$ cat src/rtl/load_store_unit_if.sv
// load_store_unit_if
// Groups the core-side request/response handshake and the data-memory
// port of the load/store unit.
//   slave  : the load/store unit's view (takes requests, drives memory)
//   master : the environment's view (core + data memory)
// Signals:
//   req_valid/req_ready/req_we/req_funct3/req_addr/req_wdata : request
//   resp_valid/resp_rdata/resp_err                           : response
//   mem_we/mem_addr/mem_din/mem_dout                         : data memory
interface load_store_unit_if;
    logic        req_valid;
    logic        req_ready;
    logic        req_we;
    logic [2:0]  req_funct3;
    logic [31:0] req_addr;
    logic [31:0] req_wdata;
    logic        resp_valid;
    logic [31:0] resp_rdata;
    logic        resp_err;
    logic        mem_we;
    logic [31:0] mem_addr;
    logic [31:0] mem_din;
    logic [31:0] mem_dout;

    modport slave (
        input  req_valid, req_we, req_funct3, req_addr, req_wdata, mem_dout,
        output req_ready, resp_valid, resp_rdata, resp_err, mem_we, mem_addr, mem_din
    );

    modport master (
        output req_valid, req_we, req_funct3, req_addr, req_wdata, mem_dout,
        input  req_ready, resp_valid, resp_rdata, resp_err, mem_we, mem_addr, mem_din
    );
endinterface

$ cat src/rtl/load_store_unit.sv
// load_store_unit
// Bridges the core memory stage to a word-only data memory with a
// registered address and a write one cycle after the address is sampled.
// Loads do lane extraction with sign/zero extension; byte/half stores are
// done as read-modify-write.
// Ports:
//   clk  : clock, rising edge
//   rst  : asynchronous active-high reset
//   bus  : load_store_unit_if.slave (request, response and memory signals)
// Parameter:
//   ADDRW : byte-address bits forwarded to memory; upper mem_addr bits are 0
// Build option:
//   MISALIGN_TRAP_EN defined   -> misaligned half/word accesses return
//                                 resp_err=1 one cycle after accept
//   MISALIGN_TRAP_EN undefined -> offending low address bits are ignored,
//                                 resp_err is tied 0
//
// state       | meaning
// ------------+----------------------------------------------------
// S_IDLE      | ready for a request, memory follows req_* directly
// S_LD_WAIT   | load word on mem_dout, extract lane into resp_rdata
// S_ST_COMMIT | word store: memory writes this cycle
// S_RMW_READ  | old word on mem_dout, merge new lane into it
// S_RMW_WRITE | merged word written this cycle
module load_store_unit #(
    parameter int ADDRW = 8
) (
    input  logic             clk,
    input  logic             rst,
    load_store_unit_if.slave bus
);

    typedef enum logic [2:0] {
        S_IDLE,
        S_LD_WAIT,
        S_ST_COMMIT,
        S_RMW_READ,
        S_RMW_WRITE
    } state_t;

    state_t             state_q, state_d;
    logic [ADDRW-1:0]   addr_q, addr_d;
    logic [31:0]        wdata_q, wdata_d;
    logic [2:0]         f3_q, f3_d;
    logic [31:0]        merge_q, merge_d;
    logic [31:0]        rdata_q, rdata_d;
    logic               resp_valid_q, resp_valid_d;
`ifdef MISALIGN_TRAP_EN
    logic               resp_err_q, resp_err_d;
`endif

    logic               accept;
    logic [7:0]         ld_byte;
    logic [15:0]        ld_half;
    logic [31:0]        ld_result;
    logic [31:0]        merged;

    // funct3[1:0] carries the size; funct3[2] selects zero extension.
    // Codes 3, 6, 7 fall through to word.
    function automatic logic is_byte(input logic [2:0] f3);
        return f3[1:0] == 2'b00;
    endfunction

    function automatic logic is_half(input logic [2:0] f3);
        return f3[1:0] == 2'b01;
    endfunction

`ifdef MISALIGN_TRAP_EN
    function automatic logic misaligned(input logic [2:0] f3, input logic [1:0] a);
        if (is_byte(f3))
            return 1'b0;
        else if (is_half(f3))
            return a[0];
        else
            return a != 2'b00;
    endfunction
`endif

    function automatic logic [31:0] mem_address(input logic [ADDRW-1:0] a);
        return {{(32-ADDRW){1'b0}}, a};
    endfunction

    assign accept = bus.req_valid && (state_q == S_IDLE);

    // Lane extraction and store merge both work off the latched address.
    // Low bits below the access size are never consulted, which is what
    // gives the align-down behaviour when misalignment is not trapped.
    always_comb begin
        ld_byte = bus.mem_dout[{addr_q[1:0], 3'b000} +: 8];
        ld_half = addr_q[1] ? bus.mem_dout[31:16] : bus.mem_dout[15:0];
        if (is_byte(f3_q))
            ld_result = {{24{~f3_q[2] & ld_byte[7]}}, ld_byte};
        else if (is_half(f3_q))
            ld_result = {{16{~f3_q[2] & ld_half[15]}}, ld_half};
        else
            ld_result = bus.mem_dout;

        merged = bus.mem_dout;
        if (is_byte(f3_q))
            merged[{addr_q[1:0], 3'b000} +: 8] = wdata_q[7:0];
        else if (addr_q[1])
            merged[31:16] = wdata_q[15:0];
        else
            merged[15:0] = wdata_q[15:0];
    end

    always_comb begin
        state_d      = state_q;
        addr_d       = addr_q;
        wdata_d      = wdata_q;
        f3_d         = f3_q;
        merge_d      = merge_q;
        rdata_d      = rdata_q;
        resp_valid_d = 1'b0;
`ifdef MISALIGN_TRAP_EN
        resp_err_d   = 1'b0;
`endif
        bus.req_ready = 1'b0;
        bus.mem_we    = 1'b0;
        bus.mem_addr  = mem_address(addr_q);
        bus.mem_din   = wdata_q;

        case (state_q)
            S_IDLE: begin
                bus.req_ready = 1'b1;
                // Memory registers the address at the accept edge, so it must
                // see the live request rather than the latched copy.
                bus.mem_addr  = mem_address(bus.req_addr[ADDRW-1:0]);
                bus.mem_din   = bus.req_wdata;
                if (accept) begin
                    addr_d  = bus.req_addr[ADDRW-1:0];
                    wdata_d = bus.req_wdata;
                    f3_d    = bus.req_funct3;
`ifdef MISALIGN_TRAP_EN
                    if (misaligned(bus.req_funct3, bus.req_addr[1:0])) begin
                        resp_valid_d = 1'b1;
                        resp_err_d   = 1'b1;
                    end else
`endif
                    if (!bus.req_we)
                        state_d = S_LD_WAIT;
                    else if (is_byte(bus.req_funct3) || is_half(bus.req_funct3))
                        state_d = S_RMW_READ;
                    else
                        state_d = S_ST_COMMIT;
                end
            end
            S_LD_WAIT: begin
                rdata_d      = ld_result;
                resp_valid_d = 1'b1;
                state_d      = S_IDLE;
            end
            S_ST_COMMIT: begin
                bus.mem_we   = 1'b1;
                resp_valid_d = 1'b1;
                state_d      = S_IDLE;
            end
            S_RMW_READ: begin
                // Memory samples mem_din here and writes it in RMW_WRITE.
                bus.mem_din = merged;
                merge_d     = merged;
                state_d     = S_RMW_WRITE;
            end
            S_RMW_WRITE: begin
                bus.mem_we   = 1'b1;
                bus.mem_din  = merge_q;
                resp_valid_d = 1'b1;
                state_d      = S_IDLE;
            end
            default: state_d = S_IDLE;
        endcase
    end

    always_ff @(posedge clk or posedge rst) begin
        if (rst) begin
            state_q      <= S_IDLE;
            addr_q       <= '0;
            wdata_q      <= '0;
            f3_q         <= '0;
            merge_q      <= '0;
            rdata_q      <= '0;
            resp_valid_q <= 1'b0;
`ifdef MISALIGN_TRAP_EN
            resp_err_q   <= 1'b0;
`endif
        end else begin
            state_q      <= state_d;
            addr_q       <= addr_d;
            wdata_q      <= wdata_d;
            f3_q         <= f3_d;
            merge_q      <= merge_d;
            rdata_q      <= rdata_d;
            resp_valid_q <= resp_valid_d;
`ifdef MISALIGN_TRAP_EN
            resp_err_q   <= resp_err_d;
`endif
        end
    end

    assign bus.resp_valid = resp_valid_q;
    assign bus.resp_rdata = rdata_q;
`ifdef MISALIGN_TRAP_EN
    assign bus.resp_err   = resp_err_q;
`else
    assign bus.resp_err   = 1'b0;
`endif

endmodule
$ cat src/flat_wrapper.sv
// flat-port wrapper written by rule: the top's interface ports become plain ports
module load_store_unit_flat 
#(
    parameter int ADDRW = 8
)
  (clk, rst, bus_req_valid, bus_req_we, bus_req_funct3, bus_req_addr, bus_req_wdata, bus_mem_dout, bus_req_ready, bus_resp_valid, bus_resp_rdata, bus_resp_err, bus_mem_we, bus_mem_addr, bus_mem_din);
  load_store_unit_if bus_i ();
  input  logic clk;
  input  logic rst;
  input wire logic [$bits(bus_i.req_valid)-1:0] bus_req_valid;
  input wire logic [$bits(bus_i.req_we)-1:0] bus_req_we;
  input wire logic [$bits(bus_i.req_funct3)-1:0] bus_req_funct3;
  input wire logic [$bits(bus_i.req_addr)-1:0] bus_req_addr;
  input wire logic [$bits(bus_i.req_wdata)-1:0] bus_req_wdata;
  input wire logic [$bits(bus_i.mem_dout)-1:0] bus_mem_dout;
  output wire logic [$bits(bus_i.req_ready)-1:0] bus_req_ready;
  output wire logic [$bits(bus_i.resp_valid)-1:0] bus_resp_valid;
  output wire logic [$bits(bus_i.resp_rdata)-1:0] bus_resp_rdata;
  output wire logic [$bits(bus_i.resp_err)-1:0] bus_resp_err;
  output wire logic [$bits(bus_i.mem_we)-1:0] bus_mem_we;
  output wire logic [$bits(bus_i.mem_addr)-1:0] bus_mem_addr;
  output wire logic [$bits(bus_i.mem_din)-1:0] bus_mem_din;
  assign bus_i.req_valid = bus_req_valid;
  assign bus_i.req_we = bus_req_we;
  assign bus_i.req_funct3 = bus_req_funct3;
  assign bus_i.req_addr = bus_req_addr;
  assign bus_i.req_wdata = bus_req_wdata;
  assign bus_i.mem_dout = bus_mem_dout;
  assign bus_req_ready = bus_i.req_ready;
  assign bus_resp_valid = bus_i.resp_valid;
  assign bus_resp_rdata = bus_i.resp_rdata;
  assign bus_resp_err = bus_i.resp_err;
  assign bus_mem_we = bus_i.mem_we;
  assign bus_mem_addr = bus_i.mem_addr;
  assign bus_mem_din = bus_i.mem_din;
  load_store_unit #(.ADDRW(ADDRW)) u_core (.clk(clk), .rst(rst), .bus(bus_i));
endmodule
$ cat config.mk
export PLATFORM = sky130hd
export DESIGN_NAME = load_store_unit_flat
export DESIGN_NICKNAME = d
export VERILOG_FILES = /design/src/rtl/load_store_unit_if.sv /design/src/rtl/load_store_unit.sv /design/src/flat_wrapper.sv
export SDC_FILE = /design/constraint.sdc
export NUM_CORES = 1
export LEC_CHECK = 0
export BUFFER_PORTS_ARGS = -buffer_cell sky130_fd_sc_hd__clkbuf_2
export CAP_MARGIN = 20
export CORE_AREA = 2 2 108 136
export CTS_CLUSTER_SIZE = 20
export DETAILED_ROUTE_END_ITERATION = 8
export DIE_AREA = 0 0 110 138
export GPL_ROUTABILITY_DRIVEN = 0
export HOLD_SLACK_MARGIN = 0.05
export PLACE_DENSITY = 0.8
export SLEW_MARGIN = 20
export SYNTH_ARGS = -nofsm -noshare
export SYNTH_HDL_FRONTEND = slang
export SYNTH_SLANG_ARGS = --single-unit
export TNS_END_PERCENT = 10
$ cat constraint.sdc
create_clock -name clk -period 5.15 [get_ports clk]
set_input_delay 1.545 -clock clk [delete_from_list [all_inputs] [get_ports clk]]
set_output_delay 1.545 -clock clk [all_outputs]
set_load 0.05 [all_outputs]
# Yosys cells after proc, flatten, opt, wreduce, memory -nomap -nowiden
# Index checks and enable logic that the tools add are counted.
# op_classes
add_sub_neg	1
mul	0
n_div	0
order_cmp	0
eq_ne	7
shifts	3
mux	16
n_bitwise	3
n_reduce_logical	8
# op_table
cell	n
$mux W32	3
$pmux W32 S3	1
$mux W16	3
$bwmux W32	1
$shift A8 B7 Y32 const A	1
$shiftx A32 B6 Y8	1
$shiftx A8 B7 Y32	1
$mux W8	1
$neg A5 Y7	1
$eq A3 B2 Y1 const B	2
$mux W3	2
$pmux W3 S2	1
$eq A2 B1 Y1 const B	2
$logic_not A2 Y1	2
$mux W1	4
$eq A3 B1 Y1 const B	1
$eq A3 B3 Y1 const B	1
$logic_not A3 Y1	1
$reduce_or A3 Y1	1
$and A1 B1 Y1	2
$ne A2 B1 Y1 const B	1
$reduce_and A2 Y1	1
$reduce_or A2 Y1	1
$logic_and A1 B1 Y1	1
2 further kinds	2
# word_totals
ff_bits	111
latch_bits	0
ram_bits	0
romBits	0
in_bits	103
out_inout_bits	100
word_cells	45
n_memories	0

# Longest topological paths before layout
# Gate-level depths: netlist (run 1).
# logic_depth
depth_word	6
ltp_mapped	9
mapped_depth_nobuf	6

# Worst setup path before layout (run 1)
# OpenSTA, ideal clock, no wires.
# synth_timing
path_kind	register -> output
start	register u_core.addr_q[1]
end	output bus_mem_din[0]
arrival_ns	2.772
required_time_ns	3.605
setup_slack_ns	0.833
stages_incl_launch_ff	9
path_buffers	2
cell_sequence	dfrtp_1 buf_2 inv_1 clkbuf_1 ha_1 nor3b_2 a221oi_1 a211o_1 a2bb2oi_1
# synth_via
elab_chain_len	5
word_cells_on_any_way	7
classes_between	add/sub: 1; shift: 2; mux: 4
# synth_rtl
element	line_no	rtl
start, declared	load_store_unit.sv:42	logic [ADDRW-1:0] addr_q, addr_d;
start signal, assigned	load_store_unit.sv:188	addr_q <= addr_d;
$neg A5 Y7	load_store_unit.sv:100	merged[{addr_q[1:0], 3'b000} +: 8] = wdata_q[7:0];
$shiftx A8 B7 Y32 / $shift A8 B7 Y32 (equally long branches)	load_store_unit.sv:100	
$bwmux W32	load_store_unit.sv:100	
$mux W32 (*)	load_store_unit.sv:99	if (is_byte(f3_q))
$pmux W32 S3 (*)	load_store_unit.sv:123	case (state_q)
end, declared	flat_wrapper.sv:22	output wire logic [$bits(bus_i.mem_din)-1:0] bus_mem_din;
# Mark *: on every way between the ends. The rest lies on a longest branch, timed or not.

# Worst setup path after layout (run 1)
# layout_timing
start	register u_core.addr_q[1]
end	output bus_mem_din[25]
# Same word-level chain as after synthesis.

==> results of run 1 <==
[worst max path at each step]
stage	startpoint	to	slack, ns	depth (start not counted)
6_report	u_core.addr_q[1]	bus_mem_din[25]	0.38	8
5_1_grt	u_core.addr_q[1]	bus_mem_din[26]	0.25	8
4_1_cts	u_core.addr_q[1]	bus_mem_din[25]	0.39	8
3_5_place_dp	bus_mem_dout[25]	bus_mem_din[25]	0.73	5
3_3_place_gp	bus_mem_dout[25]	bus_mem_din[25]	0.73	5
2_1_floorplan	rst	u_core.addr_q[0]	0.67	1
[logic make-up (layout without fill, tap and decap cells)]
| family | Yosys count | after routing | share of synthesized area |
|---|---|---|---|
| compound gates | 238 | 238 | 0.253 |
| xor+xnor | 1 | 1 | 0.00121 |
| fa+ha+maj | 5 | 5 | 0.00861 |
| buf+inv | 117 | 200 | 0.0876 |
| flops | 111 | 111 | 0.382 |
| mux | 90 | 90 | 0.160 |
| other cells | 1 | 25 | 0.000516 |
| simple gates | 163 | 163 | 0.106 |
[registers in the layout, summed over array words and instances (netlist names)]
signal	cells
u_core.addr_q	8
u_core.bus.resp_rdata	32
u_core.bus.resp_valid	1
u_core.f3_q	3
u_core.merge_q	32
u_core.state_q	3
u_core.wdata_q	32
[critical path: cells and delay by family, from the launching register on]
kind	cells	cell delay, ns
buffers and inverters	3	1.08
AO/OA/AOI/OAI	3	0.85
flip-flops	1	0.36
adder cells (fa/ha/maj)	1	0.29
AND/OR/NAND/NOR	1	0.27
[stage by stage]
stage / utilization / std cells
final: 0.585 / 1011
after global routing: 0.585 / 1011
after CTS: 0.585 / 1011
after detailed placement: 0.563 / 995
after global placement: 0.563 / 995
after floorplan: - / 750
[where the power goes]
| part | leakage (uW) | total (uW) | internal [uW] | switching (uW) |
|---|---|---|---|---|
| clock network | 0.000156 | 732 | 416 | 316 |
| logic | 0.00250 | 1820 | 591 | 1230 |
| registers | 0.00133 | 1370 | 1160 | 212 |
| total | 0.00399 | 3920 | 2170 | 1760 |
[layout make-up]
type                    count  share of cell area
well taps                 178              0.0271
clock buffers              13              0.0329
clock inverters             3             0.00487
repair buffers            170               0.110
inverters                  14             0.00670
flip-flops and latches    111               0.338
multi-input cells         522               0.480
[routing by layer]
layer | routed length [um] | up-vias | track usage
met5 | 0 | - | 0
met4 | 813 | 0 | 0.121
met3 | 1220 | 49 | 0.0537
met2 | 10200 | 264 | 0.424
met1 | 8080 | 3089 | 0.344
li1 | - | 2867 | -
[synth_stat cells, types with 2 or more instances]
cell	count	area, sq um
a211o_1	8	70.1
a211oi_1	16	120
a21o_1	24	180
a21oi_1	9	45.0
a221o_1	7	70.1
a221oi_1	40	350
a22o_1	8	70.1
a2bb2oi_1	8	70.1
a32oi_1	8	70.1
and4b_1	2	20.0
buf_1	4	15.0
buf_2	17	85.1
buf_4	28	210
buf_6	5	56.3
buf_8	3	45.0
clkbuf_1	46	173
dfrtp_1	111	2780
ha_1	5	62.6
inv_1	14	52.6
mux2_1	9	101
mux2_2	12	135
mux2_4	30	450
mux2i_1	32	320
mux4_2	7	158
nand2_1	69	259
nand3_1	40	200
nor2_1	26	97.6
nor2b_1	9	56.3
nor3b_2	2	25.0
o21a_1	32	240
o21ai_0	18	90.1
o22a_1	32	280
o22ai_1	23	144
or2_1	2	12.5
or2_2	2	12.5
==> impl_results.md, run 1 <==
* Outcome: completed
* Core area at 0.0140 sq mm
* Hold Crit Start: u_core.bus.resp_rdata[4]
* TritonRoute pass-1 iters at 5
* Number of post-CTS setup repair buffers at 0
* Total GRT Usage at 0.266
* Final Total Pwr at 3920 uW
* H-Tree Depth at 3
* Vias at 6269
* Pwr/cell area at between 400 and 500 mW/mm^2
* Setup slack at placement at 0.733 ns
* Leakage at 0.00399 uW
* Multi-input gate area at 0.00395 sq mm
* Remaining routing DRC violations at 0
* Max Cap Viol at 0
* Most repeated library cell on the critical path: buf_4
* Setup TNS at 0 ns
* Crit Reg-Reg Endpoint: u_core.wdata_q[0]
* Distinct cells, synth at 53
* Crit start category: register
* Chip width at 110 um
* Vias in the first global route at 5957
* Setup WS post-layout at 0.376 ns
* Antenna violations before repair at 0
* Share of post-route cells with drive strength above 1 at 0.297
* Storage cell area at 0.00278 sq mm
* Min-Delay Path Class: reg -> reg
* Syn-to-layout area delta at 13.1%
* Worst-path cell chain: buf_4 -> ha_1 -> nor4bb_1 -> buf_4 -> a221oi_1 -> a211oi_1 -> o22a_1 -> clkbuf_2
* GRT overflow at 0
* Clock transition at the registers of the reported paths at 0.07 ns
* Sequential fraction of the synthesis area at 0.382
* Row count at 49
* Gate count after technology mapping at 726
* R2r setup slk at 2.45 ns
* DRT antenna net count at 0
* Rel. slew slack at 0.368
* Hold path depth at 2
* Placed Area at 0.00791 sq mm
* Clock latency on the worst-skew pair at ~0.35 ns
* Slew Viols, Final at 0
* Initial Util at 0.518
* Die Height at 138 um
* Number of DRC markers in iteration 0 at around 530
* Total die area at 0.0152 sq mm
* Hold Path End: u_core.bus.resp_rdata[4]
* Critical path type: reg -> out
* Tmin final at 4.77 ns
* Post-synth EDFFs at 0
* IO buf count at 153
* DP HPWL at 14.2 mm
* VDD IR-drop max at 0.000219 V
* Final Cell Area at just over 0.008 sq mm
* Worst-margin pin slew at 0.948 ns
* Fin crit share at 0.927
* Drt via density at slightly above 6
* Unrepaired setup endpoints after global routing: false
* Pin count of the biggest net entering global routing at 69
* Fmax at 209 MHz
* I/O pin total at 203
* PostCTS Resize Cnt at 0
* First-pass GRT wire length at 31.5 mm
* Worst hold margin at 0.480 ns
* Fin nets at 936
* Worst setup EP type: primary output
* Crit path max-delay cell type: buf_4
* Post-synthesis register bit count at around 110
* CTS tree: built
* CTS Sinks at 111
* Setup Viol. Count Final at 0
* CTS Hold Bufs at 0
* Fin. Hold Viols at 0
* Mapped cell area at 0.00727 sq mm
* Root Buffer: clkbuf_16
* Ant. Diodes at 0
* Critical path required time at 3.61 ns
* Critical Path AT at 3.23 ns
* Most common cell after layout, fill and taps aside: clkbuf_2
* Most used DFF post-synth: dfrtp_1
* Avg Inst Size Synth at approximately 10 sq um
* Fraction of registers with async set/reset at 1.00
* Max FO, Critical Path at 54
* WL final at about 20 mm
* Clk buf depth at 2
* Commonest non-fill, non-tap cells in the layout: 153 x clkbuf_2, 109 x dfrtp_1, 69 x nand2_1, 40 x a221oi_1, 40 x nand3_1
* R2r startpoint: u_core.state_q[1]
* Max stage delay on crit path at 0.60 ns
* Fin Clk Skew at 0.00735 ns
* CTS buffer count at 9
* Wire per inst at 20.1 um
* Cell depth of the worst flop-to-flop path at 5
* Fill cells at 1243
* Synth Warn # at 0
Power figures use the tool's default switching activity.
==> run 2: changes to the inputs <==
CORE_AREA = 2 2 121 123   (was 2 2 108 136)
DIE_AREA = 0 0 123 125   (was 0 0 110 138)
PLACE_DENSITY = 0.79   (was 0.8)
==> run 2 against run 1 <==
Final area increased by 0.17%; sequential power about the same; clock-buffer cell count decreased by 1; maximum frequency increased by 3.7%; sequential share of layout area decreased by 0.057 points; total power decreased by 0.71%.
==> impl_results.md, run 2 (synthesized netlist as in run 1, its figures left out) <==
* Chip width at 123 um (was 110 um)
* Worst-margin pin slew at 1.01 ns (was 0.948 ns)
* TritonRoute pass-1 iters at 5 (unchanged)
* Leakage at 0.00398 uW (was 0.00399 uW)
* Pin count of the biggest net entering global routing at 60 (was 69)
* Min-Delay Path Class: reg -> reg (unchanged)
* GRT overflow at 0 (unchanged)
* Worst setup path start: u_core.addr_q[1] (unchanged)
* Critical path type: reg -> out (unchanged)
* Die Height at 125 um (was 138 um)
* Pwr/cell area at 473 mW/mm^2 (was 477 mW/mm^2)
* Share of post-route cells with drive strength above 1 at 0.299 (was 0.297)
* Fin. Hold Viols at 0 (unchanged)
* Crit start category: register (unchanged)
* Met2 Routed Length at 9.63 mm (was 10.2 mm)
* Max stage delay on crit path at 0.53 ns (was 0.60 ns)
* Critical Path AT at 3.06 ns (was 3.23 ns)
* Antenna violations before repair at 0 (unchanged)
* Total GRT Usage at 0.265 (was 0.266)
* VDD IR-drop max at 0.000268 V (was 0.000219 V)
* Ant. Diodes at 0 (unchanged)
* Fin nets at 938 (was 936)
* CTS buffer count at 9 (unchanged)
* H-Tree Depth at 3 (unchanged)
* Root Buffer: clkbuf_16 (unchanged)
* I/O pin total at 203 (unchanged)
* Remaining routing DRC violations at 0 (unchanged)
* PostCTS Resize Cnt at 0 (unchanged)
* Initial Util at 0.512 (was 0.518)
* R2r setup slk at 2.19 ns (was 2.45 ns)
* WL final at 20.4 mm (was 20.3 mm)
* CTS Hold Bufs at 0 (unchanged)
* DR top layer: met4 (unchanged)
* Vias in the first global route at 5754 (was 5957)
* Most common cell after layout, fill and taps aside: clkbuf_2 (unchanged)
* Fill cells at 1294 (was 1243)
* Total die area at 0.0154 sq mm (was 0.0152 sq mm)
* Commonest non-fill, non-tap cells in the layout: 153 x clkbuf_2, 109 x dfrtp_1, 69 x nand2_1, 40 x a221oi_1, 40 x nand3_1 (unchanged)
* Critical path required time at 3.61 ns (about the same)
* Crit path max-delay cell type: a211oi_1 (was buf_4)
* Clk buf depth at 2 (unchanged)
* Wire per inst at 20.0 um (was 20.1 um)
* Drt via density at 6.18 (was 6.20)
* CTS Sinks at 111 (unchanged)
* First-pass GRT wire length at 31.7 mm (was 31.5 mm)
* Slew Viols, Final at 0 (unchanged)
* Vias at 6302 (was 6269)
* Max Cap Viol at 0 (unchanged)
* Clock latency on the worst-skew pair at 0.36 ns (was 0.35 ns)
* Core area at 0.0142 sq mm (was 0.0140 sq mm)
* Routed length on met3 at 1.64 mm (was 1.22 mm)
* Row count at 44 (was 49)
* Tmin final at 4.60 ns (was 4.77 ns)
* Multi-input gate area at 0.00395 sq mm (about the same)
* Fin crit share at 0.894 (was 0.927)
* Syn-to-layout area delta at 13.3% (was 13.1%)
* R2r startpoint: u_core.state_q[1] (unchanged)
* CTS tree: built (unchanged)
* IO buf count at 153 (unchanged)
* Clock transition at the registers of the reported paths at 0.08 ns (was 0.07 ns)
* Hold Crit Start: u_core.merge_q[2] (was u_core.bus.resp_rdata[4])
* Outcome: completed (unchanged)
* Setup Viol. Count Final at 0 (unchanged)
* Setup TNS at 0 ns (unchanged)
* DP HPWL at 14.2 mm (about the same)
* M1 wire length at 8.56 mm (was 8.08 mm)
* Worst setup EP type: primary output (unchanged)
* Number of DRC markers in iteration 0 at 692 (was 528)
* DRT antenna net count at 0 (unchanged)
* Unrepaired setup endpoints after global routing: false (unchanged)
* Worst-path cell chain: inv_1 -> ha_1 -> nor4bb_1 -> buf_4 -> a221oi_1 -> a211oi_1 -> o22a_1 -> clkbuf_2 (was buf_4 -> ha_1 -> nor4bb_1 -> buf_4 -> a221oi_1 -> a211oi_1 -> o22a_1 -> clkbuf_2)
* Storage cell area at 0.00278 sq mm (unchanged)
* Fin Clk Skew at 0.0111 ns (was 0.00735 ns)
* Max FO, Critical Path at 13 (was 54)
* Worst hold margin at 0.485 ns (was 0.480 ns)
* Fmax at 217 MHz (was 209 MHz)
* Rel. slew slack at 0.329 (was 0.368)
* Number of post-CTS setup repair buffers at 0 (unchanged)
==> run 2: stage by stage <==
step | cells | setup slack [ns] | cell area (sq um) | util | power [uW]
2_1_floorplan | 750 | 0.674 | 7360 | - | 2820
3_3_place_gp | 1003 | 0.759 | 7940 | 0.559 | 3160
3_5_place_dp | 1003 | 0.770 | 7940 | 0.559 | 3210
4_1_cts | 1019 | 0.583 | 8230 | 0.580 | 3910
5_1_grt | 1019 | 0.357 | 8230 | 0.580 | 4100
6_report | 1019 | 0.548 | 8230 | 0.580 | 3900
==> run 2: critical path, delay by kind of cell, from the launching register on <==
family,cells,cell delay [ns]
buffers and inverters,3,0.81
adders and majority gates,1,0.36
DFF,1,0.40
AOI/OAI and AO/OA,3,0.84
and+or+nand+nor,1,0.28
==> run 2: final timing paths <==
path	endpoint	cells after the start
max in group asynchronous	u_core.addr_q[1]	3
min in group asynchronous	u_core.bus.resp_rdata[20]	2
setup reg to reg	u_core.wdata_q[29]	5
hold reg to reg	u_core.merge_q[2]	2
hold / removal	u_core.merge_q[2]	2
setup / recovery	bus_mem_din[30]	8
==> run 2: report_power, final <==
group          leakage (uW)  internal [uW]  total, uW  switching (uW)
logic               0.00250            595       1820            1220
registers           0.00133           1160       1380             221
clock network      0.000141            369        698             329
==> run 2: cell type report <==
| class | instances | share of cell area |
|---|---|---|
| Timing Repair Buffer | 172 | 0.112 |
| Clock buffer | 12 | 0.0324 |
| Inverter | 14 | 0.00669 |
| Clock inverter | 4 | 0.00350 |
| Multi-Input combinational cell | 522 | 0.480 |
| Tap cell | 184 | 0.0280 |
| Sequential cell | 111 | 0.338 |
==> run 2: layer usage <==
| layer | vias to the layer above | GRT usage |
|---|---|---|
| li1 | 2881 | - |
| met1 | 3089 | 0.379 |
| met2 | 294 | 0.403 |
| met3 | 38 | 0.0547 |
| met4 | 0 | 0.0849 |
| met5 | - | 0 |
==> run 3: changes to the inputs <==
ABC_AREA = 1   (was not set)
PLACE_DENSITY = 0.8   (was 0.79)
==> run 3 against run 2 <==
Combinational power fell by 9%; cell count rose by 36%; clock-buffer cell count fell by 2; sequential share of layout area fell by 0.37 points; first-iteration DRC count rose by 35%; largest cell class unchanged.
==> impl_results.md, run 3 <==
* First-pass GRT wire length at 34.5 mm (was 31.7 mm)
* Worst setup EP type: primary output (unchanged)
* Critical path required time at 3.61 ns (about the same)
* Count leader, synth: nand2_1 (was dfrtp_1)
* R2r startpoint: u_core.state_q[2] (was u_core.state_q[1])
* PostCTS Resize Cnt at 0 (unchanged)
* Top-area cell type share of the netlist area at 0.379 (was 0.382)
* Most used DFF post-synth: dfrtp_1 (unchanged)
* Avg Inst Size Synth at 6.66 sq um (was 10.0 sq um)
* Crit start category: register (unchanged)
* Max Cap Viol at 0 (unchanged)
* Unrepaired setup endpoints after global routing: false (unchanged)
* CTS Hold Bufs at 0 (unchanged)
* Pin count of the biggest net entering global routing at 84 (was 60)
* Setup Viol. Count Final at 0 (unchanged)
* GRT overflow at 0 (unchanged)
* Clock transition at the registers of the reported paths at 0.07 ns (was 0.08 ns)
* Top cells by count, synth: 442 x nand2_1, 147 x nand3_1, 111 x dfrtp_1, 70 x inv_1, 60 x o21ai_0 (was 111 x dfrtp_1, 69 x nand2_1, 46 x clkbuf_1, 40 x a221oi_1, 40 x nand3_1)
* CTS Sinks at 111 (unchanged)
* Hold path depth at 2 (unchanged)
* Die Height at 125 um (unchanged)
* Mapped cell area at 0.00732 sq mm (was 0.00727 sq mm)
* CTS tree: built (unchanged)
* TritonRoute pass-1 iters at 6 (was 5)
* I/O pin total at 203 (unchanged)
* Fin Clk Skew at 0.00885 ns (was 0.0111 ns)
* Post-synthesis register bit count at 111 (unchanged)
* Hold Crit Start: u_core.wdata_q[17] (was u_core.merge_q[2])
* Outcome: completed (unchanged)
* Area contributors post-synth: dfrtp_1 38%, nand2_1 23%, nand3_1 10% (was dfrtp_1 38%, mux2_4 6.2%, a221oi_1 4.8%)
* Tmin final at 4.47 ns (was 4.60 ns)
* Vias at 7688 (was 6302)
* Core area at 0.0142 sq mm (unchanged)
* Vias in the first global route at 6708 (was 5754)
* Grt met3 use at 0.0652 (was 0.0547)
* Storage cell area at 0.00278 sq mm (unchanged)
* Fin nets at 1308 (was 938)
* Root Buffer: clkbuf_16 (unchanged)
* Multi-input gate area at 0.00378 sq mm (was 0.00395 sq mm)
* Clock latency on the worst-skew pair at 0.36 ns (about the same)
* Remaining routing DRC violations at 0 (unchanged)
* Rel. slew slack at 0.298 (was 0.329)
* Critical Path AT at 2.92 ns (was 3.06 ns)
* DRT antenna net count at 0 (unchanged)
* Grt peak-use layer: met2 (unchanged)
* Post-synth EDFFs at 0 (unchanged)
* Syn-to-layout area delta at 13.6% (was 13.3%)
* Critical path type: reg -> out (unchanged)
* Total die area at 0.0154 sq mm (unchanged)
* Fin. Hold Viols at 0 (unchanged)
* Yosys top cell by area: dfrtp_1 (unchanged)
* Row count at 44 (unchanged)
* VDD IR-drop max at 0.000194 V (was 0.000268 V)
* Leakage at 0.00449 uW (was 0.00398 uW)
* Initial Util at 0.516 (was 0.512)
* Antenna violations before repair at 0 (unchanged)
* Setup slack at placement at 1.03 ns (was 0.770 ns)
* Ant. Diodes at 0 (unchanged)
* Gate count after technology mapping at 1100 (was 726)
* Synth Warn # at 0 (unchanged)
* DP HPWL at 15.3 mm (was 14.2 mm)
* CTS buffer count at 9 (unchanged)
* Min-Delay Path Class: reg -> reg (unchanged)
* Met2 Use GR at 0.413 (was 0.403)
* Total GRT Usage at 0.284 (was 0.265)
* Pwr/cell area at 449 mW/mm^2 (was 473 mW/mm^2)
* Fill cells at 1357 (was 1294)
* Most common cell after layout, fill and taps aside: nand2_1 (was clkbuf_2)
* Share of post-route cells with drive strength above 1 at 0.168 (was 0.299)
* Fmax at 224 MHz (was 217 MHz)
* Max FO, Critical Path at 17 (was 13)
* Setup TNS at 0 ns (unchanged)
* Cell depth of the worst flop-to-flop path at 8 (was 5)
* Fraction of registers with async set/reset at 1.00 (unchanged)
* Number of DRC markers in iteration 0 at 937 (was 692)
* Crit Reg-Reg Endpoint: u_core.f3_q[1] (was u_core.wdata_q[29])
* Hold Path End: u_core.wdata_q[17] (was u_core.merge_q[2])
* Sequential fraction of the synthesis area at 0.379 (was 0.382)
* Fin crit share at 0.867 (was 0.894)
* R2r setup slk at 2.44 ns (was 2.19 ns)
* H-Tree Depth at 3 (unchanged)
* Drt via density at 5.53 (was 6.18)
* IO buf count at 153 (unchanged)
* Met1 usage at 0.409 (was 0.379)
* Clk buf depth at 2 (unchanged)
* Setup WS post-layout at 0.683 ns (was 0.548 ns)
* Slew Viols, Final at 0 (unchanged)
* Wire per inst at 15.6 um (was 20.0 um)
* Number of post-CTS setup repair buffers at 0 (unchanged)
* WL final at 21.6 mm (was 20.4 mm)
* Distinct cells, synth at 28 (was 53)
* Chip width at 123 um (unchanged)
* Commonest non-fill, non-tap cells in the layout: 442 x nand2_1, 153 x clkbuf_2, 147 x nand3_1, 109 x dfrtp_1, 69 x inv_1 (was 153 x clkbuf_2, 109 x dfrtp_1, 69 x nand2_1, 40 x a221oi_1, 40 x nand3_1)
* Worst-margin pin slew at 1.05 ns (was 1.01 ns)
## run 3: cell types whose count changed in the layout (fill, tap and decap cells not counted), sizes merged, moves of 32 or more
cell / previous run / this run
o22a: 32 / 0
nand4: 0 / 41
mux2: 51 / 0
o21ai: 18 / 63
a21oi: 9 / 44
inv: 14 / 76
nand3: 40 / 148
o21a: 32 / 0
mux2i: 32 / 0
nand2: 70 / 444
a221oi: 40 / 0
o211ai: 0 / 38
## run 3: worst max-delay path by stage
stage | startpoint | endpoint | slack (ns) | depth (start not counted)
3_3_place_gp | bus_mem_dout[18] | bus_mem_din[18] | 1.03 | 6
3_5_place_dp | bus_mem_dout[18] | bus_mem_din[18] | 1.03 | 6
4_1_cts | u_core.state_q[1] | bus_mem_din[16] | 0.78 | 6
2_1_floorplan | rst | u_core.addr_q[0] | 0.67 | 1
6_report | u_core.state_q[1] | bus_mem_din[17] | 0.68 | 6
5_1_grt | u_core.addr_q[1] | bus_mem_din[16] | 0.59 | 8
## run 3: worst max-delay path: stages (launching register included)
cell and delay, ns:
dfrtp_1 0.44, nand2_1 0.40, nor2_2 0.68, buf_4 0.35
nand3_1 0.25, nand4_1 0.14, clkbuf_2 0.28
## run 3: logic make-up (layout without fill, tap and decap cells)
kind of cell,after synthesis,count (layout),share of synthesized area
and+or+nand+nor,654,654,0.382
adders and majority gates,5,5,0.00854
AOI/OAI and AO/OA,146,146,0.114
DFF,111,111,0.379
buffers and inverters,183,264,0.116
other,1,25,0.000512
## run 3: per-layer routing
metal  part of all wire  routed length [um]
met5                  0                   0
met3              0.097                2110
met4              0.033                 720
met1               0.43                9210
met2               0.44                9570
## run 3: metrics by stage
| stage | total power, uW | hold slack [ns] | utilization | std cells | area [sq um] |
|---|---|---|---|---|---|
| floorplan | 2610 | 0.442 | - | 1124 | 7410 |
| global placement | 2950 | 0.453 | 0.564 | 1373 | 8010 |
| detailed placement | 2990 | 0.458 | 0.564 | 1373 | 8010 |
| CTS | 3740 | 0.476 | 0.586 | 1389 | 8320 |
| global route | 3970 | 0.491 | 0.586 | 1389 | 8320 |
| finish | 3740 | 0.473 | 0.586 | 1389 | 8320 |
## run 3: power by group
group	leakage (uW)	switching [uW]	internal (uW)	total [uW]
logic	0.00299	1240	420	1660
registers	0.00136	193	1140	1330
clock network	0.000148	323	425	748
total	0.00449	1760	1980	3740
## run 3: area by class of cell
type / count / area share
Multi-Input combinational cell: 830 / 0.455
Sequential cell: 111 / 0.334
Timing Repair Buffer: 167 / 0.109
Inverter: 81 / 0.0368
Tap cell: 184 / 0.0277
Clock buffer: 10 / 0.0275
Clock inverter: 6 / 0.0102
